`config.mk`:
```
export PLATFORM = sky130hd
export DESIGN_NAME = up_counter_cascade
export DESIGN_NICKNAME = d
export VERILOG_FILES = /design/src/rtl/up_counter_cascade.sv
export SDC_FILE = /design/constraint.sdc
export NUM_CORES = 1
export LEC_CHECK = 0
export ABC_AREA = 1
export CORE_MARGIN = 2
export CORE_UTILIZATION = 42
export CTS_BUF_LIST = sky130_fd_sc_hd__clkbuf_4
export DETAILED_ROUTE_END_ITERATION = 10
export PLACE_DENSITY = 0.8
export SYNTH_ARGS = -nofsm -noshare
export SYNTH_HDL_FRONTEND = slang
export SYNTH_SLANG_ARGS = --single-unit
```
`constraint.sdc`:
```
create_clock -name CLK -period 1.3 [get_ports CLK]
set_clock_uncertainty 0.2 [all_clocks]
set_input_delay 0.26 -clock CLK [delete_from_list [all_inputs] [get_ports CLK]]
set_output_delay 0.26 -clock CLK [all_outputs]
set_load 0.1 [all_outputs]
```
`src/rtl/up_counter_cascade.sv`:
```
// Multi-digit synchronous modulo up counter with registered carry-out and sticky overflow.
// Optional build macro COUNT_SAT_EN: hold at all-(MOD-1) instead of wrapping.
module up_counter_cascade #(
  parameter int DIGITS = 2,
  parameter int MOD    = 10
) (
  input  logic                  CLK,
  input  logic                  MR,
  input  logic                  EN,
  input  logic                  LD,
  input  logic [4*DIGITS-1:0]   D,
  output logic [4*DIGITS-1:0]   Q,
  output logic                  CO,
  output logic                  OVF
);

  localparam logic [4:0] MOD_W = 5'(MOD);
  localparam logic [3:0] TOP   = 4'(MOD - 1);

  logic [DIGITS:0]       carry;
  logic [4*DIGITS-1:0]   inc_q;
  logic [4*DIGITS-1:0]   ld_q;
  logic                  full;

  assign carry[0] = 1'b1;

  // An out-of-range digit wraps to 0 but never passes a carry upward.
  for (genvar k = 0; k < DIGITS; k++) begin : g_digit
    logic [3:0] cur;
    logic [3:0] din;
    assign cur            = Q[4*k +: 4];
    assign din            = D[4*k +: 4];
    assign carry[k+1]     = carry[k] & (cur == TOP);
    assign inc_q[4*k +: 4] = !carry[k] ? cur :
                             ({1'b0, cur} >= (MOD_W - 5'd1)) ? 4'd0 : cur + 4'd1;
    assign ld_q[4*k +: 4]  = ({1'b0, din} >= MOD_W) ? 4'd0 : din;
  end

  assign full = carry[DIGITS];

  always_ff @(posedge CLK) begin
    if (MR) begin
      Q   <= '0;
      CO  <= 1'b0;
      OVF <= 1'b0;
    end else if (LD) begin
      Q   <= ld_q;
      CO  <= 1'b0;
      OVF <= 1'b0;
    end else if (EN) begin
      if (full) begin
`ifdef COUNT_SAT_EN
        Q   <= Q;
        CO  <= 1'b0;
`else
        Q   <= inc_q;
        CO  <= 1'b1;
`endif
        OVF <= 1'b1;
      end else begin
        Q   <= inc_q;
        CO  <= 1'b0;
      end
    end else begin
      CO <= 1'b0;
    end
  end

endmodule

```
==> flow_summary.toml, run 1 <==
[outcome]
status = "aborted with a tool error"
stop_stage = "global routing (5_1_grt)"
stop_error = "[ERROR DPL-0038] Utilization greater than 100%, impossible to legalize"

[synth]
syn_area_per_cell_sq_um = 6.40
synth_fp_nets = 128
synth_cell_type_count = 18
syn-instance-count = 110
ys_seq_area_share_pct = 28.4
synth.area.top_cells = "dfxtp_1 28%, nand2_1 11%, ha_1 11%"
syn_area_sq_um = 704
synth_top_area_share_pct = 28.4
netlist.top_cell.by_area = "dfxtp_1"
ys_ff_latch = 10
yosysWarnings = 0

[clock_tree]
cts_made_buffers = 3
clockBufferDepth = 2
htreeDepth = 1
holdBufCountCts = 0
clockRootBuffer = "clkbuf_4"
clock-sinks = 10

[floorplan]
start_util_pct = 45.7
rows = 14
dieWidth_um = 45.0
die_h_um = 45.0
io_pins = 22

[placement]
place_inst = 160
portBuffers = 21
gp_congestion = 0.915
dp_hpwl_um = 1510

[sta]
worstEpCategory = "output port"
crit_endpoint = "Q[1]"

[global_routing]
grt_max_degree = 9
-- cell usage after synthesis, drive strengths merged --
master and instances:
dfxtp 10, inv 15, ha 6, nor4 1, buf 1, nand2 23
o21ai 8, xor2 1, xnor2 1, nand4 3, a21oi 7, a31oi 2
nor2 19, nand3 13
-- kinds of logic after synthesis --
group           count (synthesis)  share of synthesized area (%)
simple gates                   59                           35.9
compound gates                 17                           13.0
buf+inv                        16                           9.59
flops                          10                           28.4
fa+ha+maj                       6                           10.7
xor+xnor                        2                           2.49
-- what timing repair did --
action / CTS
pin swaps: 14
endpoints found under the hold margin: 0
gates cloned: 0
setup buffers: 12
setup endpoints to repair: 17
gates resized for setup: 28
-- metrics by stage --
| step | instance area, sq um | hold WS [ns] | setup slack (ns) | TNS [ns] |
|---|---|---|---|---|
| after floorplan | 758 | 0.123 | -0.216 | -1.64 |
| after global placement | 1180 | 0.256 | -0.327 | -2.85 |
| after detailed placement | 1180 | 0.255 | -0.396 | -3.37 |
| after CTS | 1410 | 0.265 | -0.161 | -0.861 |
==> run 2, diff against run 1 <==
- CORE_AREA: default -> 2 2 63 65
- CORE_MARGIN: 2 -> default
- CORE_UTILIZATION: 42 -> default
- CTS_BUF_LIST: sky130_fd_sc_hd__clkbuf_4 -> default
- DIE_AREA: default -> 0 0 65 67
- PLACE_DENSITY: 0.8 -> default
- PLACE_DENSITY_LB_ADDON: default -> 0.15
- clock period: 1.3 -> 1.7 ns (I/O delays scaled with it)
==> flow_summary.toml, run 2 <==
[clock_tree]
htreeDepth = 1
cts.clk_slew.worst_paths_ns = 0.05
holdBufCountCts = 0
cts_resized = 0
tritoncts = "done"
postCtsSetupBuffers = 0
clockBufferDepth = 2
cts_made_buffers = 3
insertion_delay_ns = 0.24
clockRootBuffer = "clkbuf_8"
clock-sinks = 10

[global_routing]
grt_max_degree = 9
grt_pass1_wl_um = 3200
grt_pass1_vias = 702
gr-total-overflow = 0
grt.total_usage_pct = 10.0
antenna_found_initial = 0

[hold_path]
hp-class = "flop to flop"
hold_start = "OVF"
whs_path_depth = 2
holdPathEnd = "OVF"

[final_layout]
largest_reg_flops = 8
mostFrequentLayoutCell = "nand2_1"
mostFrequentLayoutCells = "21 x nand2_1, 19 x nor2_1, 14 x inv_1, 13 x nand3_1, 11 x clkdlybuf4s50_1"
syn_to_final_growth_pct = 62.3
largest_registers = "Q (8), CO (1), OVF (1)"
drive_gt1_share_pct = 19.9
fin_nets = 155
diodes = 0
regMostFlops = "Q"

[synth]
synthFlopType = "dfxtp_1"
yosysMostFrequentCell = "nand2_1"
synth_xor_area_share_pct = 2.49
synth_top_family_by_area = "simple AND/OR/NAND/NOR gates"
synth_common_cells = "21 x nand2_1, 19 x nor2_1, 14 x inv_1"
synth-compound-area-share_pct = 13.0
yosysWarnings = 0
synth_cell_type_count = 18
syn_area_sq_um = 704
synth_top_area_share_pct = 28.4
synth_edf_count = 0
syn_area_per_cell_sq_um = 6.40
muxShareOfSynthArea_pct = 0
synth.area.top_cells = "dfxtp_1 28%, nand2_1 11%, ha_1 11%"
netlist.top_cell.by_area = "dfxtp_1"
async_reset_ff_share_pct = 0
synthSimpleGateAreaFrac_pct = 35.9
synthAdderAreaFrac_pct = 10.7
synth_fp_nets = 128
ys_ff_latch = 10
syn-instance-count = 110
ys_seq_area_share_pct = 28.4

[routing]
initialDrtViolationCount = 12
wirelength_um = 1960
drc = 0
routed_via_density = 4.16
dr.pass1.iters = 4
wl_per_cell_um = 10.6
via_count = 766
ant_nets = 0

[power_and_ir_drop]
seq_power_share_pct = 34.2
p_comb_share_pct = 33.9
power_switching_mw = 0.306
ir_drop_mv = 0.247
internal-power_mw = 0.528
p_clk_share_pct = 31.9
leakage_nw = 0.492
switching_share_pct = 36.7
p_per_area_nw_per_um2 = 729

[placement]
preCtsSetupSlack_ns = -0.101
dp_hpwl_um = 1570
gp_congestion = 0.808
portBuffers = 21

[setup_path]
crit_chain = "clkdlybuf4s50_1 -> nor2_1 -> inv_1 -> o21ai_0 -> a21oi_1"
reg2regPathDepth = 8
crit_family = "buffers and inverters"
critPathMaxStageDelay_ns = 0.51
path_buf_inv = 2
worstPathArrival_ns = 1.48
worstSetupEndpointType = "flop"
r2r_end = "Q[4]"
worstPathRequired_ns = 1.63
rrSetupSlack_ns = 0.19
crit_path_max_fanout = 5
crit_type = "input pin to flop"
startpoint_type = "input pin"
r2r_start = "Q[1]"
cpMaxStageDelayCell = "clkdlybuf4s50_1"

[sta]
finalCriticalPeriod_ns = 1.55
worst_pin_slew_ns = 0.296
max_freq_mhz = 644
setup_viol = 0
slew-limit-headroom_pct = 80.0
report.final.slew_viol_count = 0
finalWorstSetupSlack_ns = 0.147
whs_ns = 0.283
rsz0062_at_grt = "no"
fin_crit_sh_pct = 91.4
hold_violations = 0

[outcome]
status = "completed"

[floorplan]
core_sq_um = 3610
rows = 22
dieWidth_um = 65
die_area_sq_um = 4360
io_pins = 22
start_util_pct = 19.5
die_h_um = 67

[flow_run]
maxCapViolations = 0
run 2: cell counts after synthesis:
No cell type changed its count.
run 2: worst min-delay path, delay by kind of cell, from the launching register on:
family	cells	cell delay, ns
AOI/OAI and AO/OA	1	0.05
DFF	1	0.33
buffers and inverters	1	0.06
run 2: metrics by stage:
stage | TNS (ns) | util [%] | instance area (sq um) | power [mW] | cells
floorplan | 0 | - | 724 | 0.456 | 110
detailed placement | -0.478 | 30.5 | 1100 | 0.574 | 180
finish | 0 | 31.7 | 1140 | 0.834 | 184
global route | 0 | 31.7 | 1140 | 0.887 | 184
CTS | 0 | 31.7 | 1140 | 0.848 | 184
global placement | -0.384 | 30.5 | 1100 | 0.573 | 180
run 2: cell families after synthesis:
kind of cell / Yosys count
flip-flops: 10
XOR/XNOR: 2
adder cells (fa/ha/maj): 6
AO/OA/AOI/OAI: 17
AND/OR/NAND/NOR: 59
buffers and inverters: 16
run 2: power by group through the flow:
stage	clock network [mW]	registers [mW]	logic (mW)
6_report	0.266	0.285	0.282
5_1_grt	0.294	0.289	0.304
4_1_cts	0.278	0.286	0.285
3_5_place_dp	0	0.290	0.283
3_3_place_gp	0	0.290	0.283
2_1_floorplan	0	0.375	0.0808
run 2: how the worst max path moves through the flow:
stage	start	slack, ns	cells past startpoint	endpoint
2_1_floorplan	Q[1]	0.08	8	Q[6]
3_3_place_gp	LD	-0.10	5	Q[1]
3_5_place_dp	LD	-0.10	5	Q[1]
4_1_cts	LD	0.15	5	Q[1]
5_1_grt	Q[1]	0.04	8	Q[4]
6_report	LD	0.15	5	Q[1]
run 2: layout make-up:
class,instances,area [sq um]
inverter,15,56.3
multi-input combinational,84,437
tap,48,60.1
sequential,10,220
clock buffer,4,45.0
timing repair buffer,23,325
fill,391,2460
run 2: routing by layer:
layer  wire, um  GRT usage, %
met1        954          12.2
met2        871          15.3
met3         69          2.36
met4         63          7.18
met5          0             0
(Power assumes the default switching activity.)
==> run 3, diff against run 2 <==
- ABC_AREA: 1 -> default
==> flow_summary.toml, run 3 <==
[floorplan]
dieWidth_um = 65
start_util_pct = 19.2
die_h_um = 67
rows = 22
die_area_sq_um = 4360
io_pins = 22
core_sq_um = 3610

[global_routing]
grt.total_usage_pct = 10.2
grt_pass1_wl_um = 3280
gr-total-overflow = 0
grt_pass1_vias = 714
grt_max_degree = 11
antenna_found_initial = 0

[hold_path]
hp-class = "flop to flop"
hold_start = "OVF"
whs_path_depth = 2

[final_layout]
mostFrequentLayoutCells = "16 x buf_4, 11 x clkdlybuf4s50_1, 10 x buf_12, 5 x dfxtp_4, 5 x nor2_1"
drive_gt1_share_pct = 44.5
regMostFlops = "Q"
largest_reg_flops = 8
n_fill_cell = 390
largest_registers = "Q (8), CO (1), OVF (1)"
fin_cells = 167
mostFrequentLayoutCell = "buf_4"
fin_nets = 138
syn_to_final_growth_pct = 89.5
diodes = 0

[setup_path]
worstSetupStartpoint = "Q[1]"
r2r_start = "Q[1]"
startpoint_type = "flop"
crit_type = "flop to flop"
reg2regPathDepth = 6
worstSetupEndpointType = "flop"
worstPathArrival_ns = 1.65
worstPathRequired_ns = 1.65
crit_path_max_fanout = 3

[outcome]
status = "completed"

[synth]
syn_area_sq_um = 691
ys_ff_latch = 10
synth_fp_nets = 99
yosysWarnings = 0
synth_cell_type_count = 35
netlist.top_cell.by_area = "dfxtp_1"
synth_top_area_share_pct = 29.0
synth_common_cells = "10 x dfxtp_1, 8 x inv_1, 6 x ha_1"
ys_seq_area_share_pct = 29.0
synthFlopType = "dfxtp_1"
async_reset_ff_share_pct = 0
synth.area.top_cells = "dfxtp_1 29%, ha_1 11%, inv_1 4.3%"
syn_area_per_cell_sq_um = 8.53
synth_edf_count = 0
syn-instance-count = 81
yosysMostFrequentCell = "dfxtp_1"

[power_and_ir_drop]
seq_power_share_pct = 31.4
power_mw = 0.852
p_per_area_nw_per_um2 = 651
power_switching_mw = 0.293
p_clk_share_pct = 30.8
internal-power_mw = 0.559
ir_drop_mv = 0.218
p_comb_share_pct = 37.8
switching_share_pct = 34.4
leakage_nw = 0.493

[clock_tree]
clockBufferDepth = 2
clock-sinks = 10
insertion_delay_ns = 0.24
cts_made_buffers = 3
cts.clk_slew.worst_paths_ns = 0.05
clockRootBuffer = "clkbuf_8"
holdBufCountCts = 0
tritoncts = "done"
htreeDepth = 1

[placement]
gp_congestion = 0.752
portBuffers = 21
place_inst = 162
dp_hpwl_um = 1610
preCtsSetupSlack_ns = -0.184

[sta]
finalCriticalPeriod_ns = 1.69
fin_crit_sh_pct = 99.7
rsz0062_at_grt = "yes"
hold_violations = 0
finalSetupTns_ns = 0
max_freq_mhz = 590
setup_viol = 0
report.final.slew_viol_count = 0
worst_pin_slew_ns = 0.318
slew-limit-headroom_pct = 78.6
finalWorstSetupSlack_ns = 0.00561

[routing]
routed_via_density = 4.35
wl_per_cell_um = 11.9
wirelength_um = 1990
via_count = 727
initialDrtViolationCount = 27
dr.pass1.iters = 5
drc = 0
ant_nets = 0

[flow_run]
maxCapViolations = 0
run 3: cell count changes after synthesis, sizes merged, moves of 3 or more:
cell / previous run / this run
a211oi: 0 / 3
inv: 15 / 8
nand2: 23 / 5
nor3: 0 / 4
a21oi: 7 / 4
nand4: 3 / 0
o21ai: 8 / 3
nor2: 19 / 5
nand3: 13 / 2
run 3: per-layer routing:
| metal | vias up | track usage, % | part of all wire, % |
|---|---|---|---|
| li1 | 379 | - | - |
| met1 | 322 | 13.1 | 46 |
| met2 | 22 | 16.0 | 45 |
| met3 | 4 | 1.01 | 5.5 |
| met4 | 0 | 7.18 | 2.8 |
| met5 | - | 0 | 0 |
run 3: worst max-delay path: stages, from the launching register on:
cell and delay [ns]:
dfxtp_4 0.35, inv_4 0.04, ha_4 0.15, or3b_1 0.36, a21oi_2 0.21, nand2_1 0.10, a221oi_2 0.20
run 3: cell families after synthesis:
| family | after synthesis | synth area share [%] |
|---|---|---|
| simple gates | 28 | 25.4 |
| fa+ha+maj | 6 | 10.9 |
| compound gates | 23 | 24.8 |
| buf+inv | 12 | 7.25 |
| xor+xnor | 1 | 1.27 |
| mux | 1 | 1.45 |
| flops | 10 | 29.0 |
run 3: power by group through the flow:
stage | logic, mW | clock network [mW] | registers, mW
5_1_grt | 0.345 | 0.288 | 0.270
6_report | 0.322 | 0.262 | 0.267
2_1_floorplan | 0.0832 | 0 | 0.356
3_5_place_dp | 0.307 | 0 | 0.272
3_3_place_gp | 0.308 | 0 | 0.273
4_1_cts | 0.315 | 0.274 | 0.269
run 3: final cells by class:
cell class                      instances  area (sq um)  share of cell area (%)
Clock buffer                            4          45.0                    3.44
Timing Repair Buffer                   38           442                    33.7
Inverter                                8          40.0                    3.06
Sequential cell                        10           223                    17.0
Tap cell                               48          60.1                    4.59
Multi-Input combinational cell         59           499                    38.1
run 3: repair_timing:
item                                   4_1_cts  5_1_grt
resized for setup                            5        5
buffers inserted                             0        1
pin swaps                                    3        3
endpoints found under the hold margin        0        0
gates cloned                                 0        0
setup endpoints to repair                    2        5
run 3: stage by stage:
stage / area (sq um) / util [%] / hold WS, ns
2_1_floorplan: 743 / - / 0.290
3_3_place_gp: 1210 / 33.7 / 0.281
3_5_place_dp: 1210 / 33.7 / 0.289
4_1_cts: 1280 / 35.5 / 0.299
5_1_grt: 1310 / 36.3 / 0.306
6_report: 1310 / 36.3 / 0.294
run 3: path summary, 6_finish.rpt:
path,slack (ns),to
max,0.006,Q[0]
min,0.29,OVF
max reg2reg,0.006,Q[0]
min reg2reg,0.29,OVF
